===== config.mk =====
export PLATFORM = sky130hd
export DESIGN_NAME = pc_fetch_unit
export DESIGN_NICKNAME = d
export VERILOG_FILES = /design/src/rtl/pc_fetch_unit.sv
export SDC_FILE = /design/constraint.sdc
export NUM_CORES = 1
export LEC_CHECK = 0
export ABC_AREA = 1
export CELL_PAD_IN_SITES_DETAIL_PLACEMENT = 0
export CELL_PAD_IN_SITES_GLOBAL_PLACEMENT = 2
export CORE_ASPECT_RATIO = 0.6
export CORE_MARGIN = 4
export CORE_UTILIZATION = 28
export DETAILED_ROUTE_END_ITERATION = 7
export HOLD_SLACK_MARGIN = 0.1
export PLACE_DENSITY_LB_ADDON = 0.3
export SYNTH_ARGS = -nofsm -noshare
export SYNTH_HDL_FRONTEND = slang
export SYNTH_SLANG_ARGS = --single-unit

===== constraint.sdc =====
create_clock -name clk -period 1.9 [get_ports clk]
set_clock_uncertainty 0.05 [all_clocks]
set_input_delay 0.19 -clock clk [delete_from_list [all_inputs] [get_ports clk]]
set_output_delay 0.19 -clock clk [all_outputs]
set_load 0.01 [all_outputs]

===== src/rtl/pc_fetch_unit.sv =====
// Program-counter fetch stage: issues word-aligned instruction-memory requests,
// hands each fetched word with its PC and PC+4 to decode, and accepts redirects.
module pc_fetch_unit #(
    parameter logic [31:0] RESET_PC = 32'h0000_0000
) (
    input  logic        clk,
    input  logic        rst_n,
    output logic        imem_req,
    output logic [31:0] imem_addr,
    input  logic        imem_ack,
    input  logic [31:0] imem_rdata,
    output logic [31:0] instr,
    output logic [31:0] instr_pc,
    output logic [31:0] instr_pc4,
    output logic        instr_valid,
    input  logic        dec_ready,
    input  logic        redirect_valid,
    input  logic [31:0] redirect_target,
    input  logic        halt
);

    typedef enum logic [1:0] {S_IDLE, S_REQ, S_OUT, S_HALTED} state_t;

    state_t      r_state, w_state_nxt;
    logic [31:0] r_pc, w_pc_nxt;
    logic        r_pend, w_pend_nxt;
    logic [31:0] r_pend_tgt, w_pend_tgt_nxt;
    logic [31:0] r_instr, w_instr_nxt;
    logic [31:0] r_instr_pc, w_instr_pc_nxt;
    logic [31:0] r_instr_pc4, w_instr_pc4_nxt;
    logic [31:0] w_tgt;
    logic [31:0] w_pc4;

    assign w_tgt = {redirect_target[31:2], 2'b00};
    assign w_pc4 = r_pc + 32'd4;

    assign imem_req    = (r_state == S_REQ);
    assign imem_addr   = r_pc;
    assign instr_valid = (r_state == S_OUT);
    assign instr       = r_instr;
    assign instr_pc    = r_instr_pc;
    assign instr_pc4   = r_instr_pc4;

    always_ff @(posedge clk or negedge rst_n) begin
        if (!rst_n) begin
            r_state     <= S_IDLE;
            r_pc        <= RESET_PC;
            r_pend      <= 1'b0;
            r_pend_tgt  <= '0;
            r_instr     <= '0;
            r_instr_pc  <= '0;
            r_instr_pc4 <= '0;
        end else begin
            r_state     <= w_state_nxt;
            r_pc        <= w_pc_nxt;
            r_pend      <= w_pend_nxt;
            r_pend_tgt  <= w_pend_tgt_nxt;
            r_instr     <= w_instr_nxt;
            r_instr_pc  <= w_instr_pc_nxt;
            r_instr_pc4 <= w_instr_pc4_nxt;
        end
    end

    always_comb begin
        w_state_nxt     = r_state;
        w_pc_nxt        = r_pc;
        w_pend_nxt      = r_pend;
        w_pend_tgt_nxt  = r_pend_tgt;
        w_instr_nxt     = r_instr;
        w_instr_pc_nxt  = r_instr_pc;
        w_instr_pc4_nxt = r_instr_pc4;
        case (r_state)
            S_IDLE: begin
                if (redirect_valid) begin
                    w_pc_nxt    = w_tgt;
                    w_state_nxt = S_REQ;
                end else if (halt) begin
                    w_state_nxt = S_HALTED;
                end else begin
                    w_state_nxt = S_REQ;
                end
            end
            S_REQ: begin
                // A redirect seen while the fetch is in flight kills the returned word.
                if (imem_ack) begin
                    if (redirect_valid) begin
                        w_pc_nxt   = w_tgt;
                        w_pend_nxt = 1'b0;
                    end else if (r_pend) begin
                        w_pc_nxt   = r_pend_tgt;
                        w_pend_nxt = 1'b0;
                    end else begin
                        w_instr_nxt     = imem_rdata;
                        w_instr_pc_nxt  = r_pc;
                        w_instr_pc4_nxt = w_pc4;
                        w_pc_nxt        = w_pc4;
                        w_state_nxt     = S_OUT;
                    end
                end else if (redirect_valid) begin
                    w_pend_nxt     = 1'b1;
                    w_pend_tgt_nxt = w_tgt;
                end
            end
            S_OUT: begin
                if (redirect_valid) begin
                    w_pc_nxt    = w_tgt;
                    w_state_nxt = S_REQ;
                end else if (dec_ready) begin
                    w_state_nxt = halt ? S_HALTED : S_REQ;
                end
            end
            S_HALTED: begin
                if (redirect_valid) begin
                    w_pc_nxt    = w_tgt;
                    w_state_nxt = S_REQ;
                end
            end
            default: w_state_nxt = S_IDLE;
        endcase
    end

endmodule


; ---- Word level (Yosys, flattened, before mapping)
; Cells that the tools add are included.
; Widths: inputs -> output; s select.
[word_totals]
reg_bits = 161
elab_cells = 44
inputBits = 70
out_inout_bits = 130
[classes]
mux = 16
n_reduce_logical = 8
addsub = 1
n_eq_ne = 9
bitwise = 3
[ops]
columns = operator, n
row1 = $mux 32, 4
row2 = $pmux 32 s2, 1
row3 = $add 32x3->32 const B, 1
row4 = $mux 2, 8
row5 = $pmux 2 s4, 1
row6 = $ne 2x2->1 const B, 3
row7 = $reduce_and 5->1, 1
row8 = $eq 2x2->1 const B, 2
row9 = $ne 2x1->1 const B, 2
row10 = $reduce_and 2->1, 2
row11 = $reduce_and 4->1, 1
row12 = $ne 3x1->1 const B, 1
row13 = $not 1->1, 3
row14 = $reduce_and 3->1, 1
row15 = $reduce_or 3->1, 1
row16 = $eq 2x1->1 const B, 1
row17 = $logic_not 2->1, 1
row18 = $mux 1, 2
row19 = $reduce_bool 2->1, 1

; ---- Depth between registers and ports, before layout
[logic_depth]
ltp_word = 5
mapped_depth = 10
ltp_nobuf = 10

; ---- Least setup slack after synthesis
; Ideal clock, no wire load.
[synth_timing]
path_type = register to register
start = register r_pc[3], in the netlist imem_addr[3]
end = register r_pc[22], in the netlist imem_addr[22]
t_required_ns = 1.728
path_stages_with_launch = 11
path_slack_ns = 0.343
period_less_slack_ns = 1.557
setup_time_ns = 0.122
path_buffers = 0
arrival_ns = 1.384
cell_sequence = dfrtp_1 > ha_1 > nand2_2 > nor2_4 > nand2_4 > nor2_4 > nand2_1 > nand2_1 > nand3_1 > nand2_1 > a21oi_1
[synth_via]
elab_chain_len = 5
[synth_lines]
columns = item, line
row1 = "start, declared", 25  ; logic [31:0] r_pc, w_pc_nxt;
row2 = "start signal, assigned", 55  ; r_pc <= w_pc_nxt;
row3 = $add 32x3->32, 35  ; assign w_pc4 = r_pc + 32'd4;
row4 = $mux 32, 89  ; end else if (r_pend) begin
row5 = $mux 32, 86  ; if (redirect_valid) begin
row6 = $mux 32, 85  ; if (imem_ack) begin
row7 = $pmux 32 s2, 72  ; case (r_state)
; No other way between the ends. The select of a mux whose other input is x is not followed.
; A chain may end at the register's enable or synchronous reset.

; ---- Worst setup path after layout
[layout_timing]
start = register r_pc[3], in the netlist imem_addr[3]
end = register r_pc[12], in the netlist imem_addr[12]
; Same word-level chain as after synthesis.

==> metrics.md <==
| Metric | Value |
|---|---|
| Fill count | `2,673` |
| Post-route ant nets | `0` |
| Ys flop type | `dfrtp_1` |
| Hold/Removal Path Class | `in2async` |
| DP HPWL | `19,500 um` |
| Number of flops mapped to enable cells by yosys | `0` |
| Post-route DRC | `0` |
| Initial Util | `28.7%` |
| Routability congestion estimate | `0.871` |
| GRT overflow | `0` |
| Post-synth ARST share | `100%` |
| Core region area | `25,400 um2` |
| Largest net degree at the start of global routing | `59` |
| Startpoint Class | `flip-flop` |
| Setup Viol. Count Final | `0` |
| Worst IR drop on VDD | `533 uV` |
| Crit. End Element | `flip-flop` |
| Clock Latency Late Sink | `0.43 ns` |
| Post-synth top area cell | `dfrtp_1` |
| Layout cell share with drive strength beyond 1 | `10.8%` |
| Crit path buf inv count | `1` |
| Top post-synthesis cells by area | `dfrtp_1, nand2_1, a21oi_1` |
| Final net count | `1,178` |
| Register area share after synthesis | `53.1%` |
| Die height | `133 um` |
| Initial antenna violation count | `0` |
| Commonest cells post-synth | `nand2_1, dfrtp_1, a21oi_1` |
| Crit Path Max Fanout | `7` |
| Clock-pin slew on the worst setup and hold paths | `0.07 ns` |
| Synthesized area | `7300 um2` |
| Number of global-route vias before repair | `6,480` |
| IO Pins | `200` |
| CP top delay family | `simple AND/OR/NAND/NOR gates` |
| Drt total wl | `26,100 um` |
| Leak | `4.88 nW` |
| Final Max Slew Viols | `0` |
| Vias/cell | `4.46` |
| Pwr Density | `1760 nW/um2` |
| Count leader, synth | `nand2_1` |
| Port Buffers | `191` |
| Fmax | `0.554 GHz` |
| Hold_ws | `0.162 ns` |
| Final Non-Filler Cells | `1,473` |
| First-pass GRT wire length | `40,300 um` |
| Tot Pwr | `0.0186 W` |
| Status | `finished, final reports clean` |
| Count of maximum capacitance violations | `0` |
| Final Cycle Share | `95.0%` |
| Cell variety after synth | `31` |
| Cells after Synth | `892` |
| Die Wd | `216 um` |
| Drt first pass iters | `5` |
| Clock Path Buffers | `2` |
| Syn avg cell area | `8.18 um2` |
| Critical Path AT | `2.10 ns` |
| Worst EP required | `2.20 ns` |
| Synth Warn # | `0` |
| Number of H-tree levels | `4` |
| Total GRT Usage | `18.3%` |
| CTS tree | `built` |
| Avg WL per Cell | `17.7 um` |
| CP max stage delay | `0.39 ns` |
| Number of synthesized register bits | `155` |
| Row cnt | `45` |
| Layout area overhead | `44.4%` |
| Dpl cells | `1,435` |
| Critical-path top delay cell | `dfrtp_1` |
| Post-route setup TNS | `0 ns` |
| Clk sinks | `155` |
| Vias | `6,575` |
| Worst-path cell chain | `ha_2 > nand2_2 > nor2_4 > nand2_4 > nor2_4 > buf_4 > nand2_1 > nand3_1 > nand2_1 > a22oi_1` |
| WS Path Type | `reg2reg` |
| Fin crit period | `1.80 ns` |
| Num CTS Buffers | `17` |
| Hold Vio Cnt, Final | `0` |
| Yosys top cell area share | `53.1%` |
| Root buffer cell | `clkbuf_16` |
| 1st-iter DRT viols | `516` |
| Die area | `28,800 um2` |
[placed cells by master (no fill, tap or decap), drive strengths merged]
master           n
inv             75
mux2             1
nor2           110
a31oi           22
and2             2
clkdlybuf4s50  189
clkinvlp         4
dlygate4sd3      1
ha               1
dlygate4sd2      1
clkinv           6
a21oi          100
dfrtp          155
bufinv           4
nand3           35
xor2             7
o21ai           52
a22oi           13
buf             48
diode            1
nand3b           1
clkbuf          18
nand2          267
o21a             1
conb             6
o211ai           1
[cell type report]
class	count	area, um2	area share [%]
timing repair buffer	239	2370	22.5
inverter	75	283	2.68
tap	352	440	4.18
antenna	1	2.50	0.0237
sequential	155	3890	36.9
clock buffer	18	439	4.17
clock inverter	14	195	1.85
multi-input combinational	619	2920	27.7
[stage by stage]
stage / worst slack (ns) / utilization [%] / cell area (um2)
final: 0.0950 / 41.4 / 10500
after CTS: 0.0127 / 41.2 / 10500
after detailed placement: 0.0104 / 38.6 / 9830
after global placement: 0.0419 / 38.6 / 9830
after global routing: -0.0134 / 41.4 / 10500
after floorplan: 0.343 / - / 7320
[cells by family (layout without fill, tap and decap cells)]
kind of cell             after synthesis  count (layout)  share of synthesized area (%)
flip-flops                           155             155                           53.1
XOR/XNOR                               7               7                          0.840
AO/OA/AOI/OAI                        189             189                           14.0
buffers and inverters                123             346                           7.47
multiplexers                           1               1                          0.154
AND/OR/NAND/NOR                      415             415                           24.2
other                                  1               7                         0.0514
adder cells (fa/ha/maj)                1               1                          0.171
[worst paths after layout]
kind,start,to,slack [ns],cells past startpoint
worst max-delay path,imem_addr[3],imem_addr[12],0.1,10
worst min-delay path,rst_n,instr[0],0.16,2
worst max register to register,imem_addr[3],imem_addr[12],0.1,10
worst min register to register,instr[3],instr[3],0.42,2
max in group asynchronous,rst_n,imem_addr[21],0.95,3
min in group clk,imem_rdata[7],instr[7],0.24,3
[repair_timing]
action	4_1_cts	5_1_grt
setup buffers	0	4
setup endpoints to repair	1	12
resized for setup	2	11
pin swaps	0	4
hold buffers	1	0
hold endpoints to repair	155	0
[report_power, final]
part	switching [W]	internal, W	total (W)	leakage, nW
combinational	0.00469	0.00408	0.00877	2.75
clock	0.00147	0.00224	0.00371	0.299
sequential	0.00118	0.00493	0.00611	1.83
[sequential cells by signal, summed over array words and instances, names as in the netlist]
| register | flops |
|---|---|
| instr_pc4 | 30 |
| r_pend | 1 |
| instr_pc | 30 |
| imem_addr | 30 |
| r_state | 2 |
| r_pend_tgt | 30 |
| instr | 32 |
[per-layer routing]
metal  share of wire, %  vias up  track usage (%)
met5                  0        -                0
met1                 54     3110             28.8
met3                5.9       15             5.21
li1                   -     3292                -
met4               0.94        0             3.84
met2                 39      158             24.6
[worst register-to-register path, delay by kind of cell, from the launching register on]
kind / cells / cell delay, ns
compound gates: 1 / 0.13
fa+ha+maj: 1 / 0.21
buf+inv: 1 / 0.15
flops: 1 / 0.39
simple gates: 7 / 0.80
(Power assumes the default switching activity.)
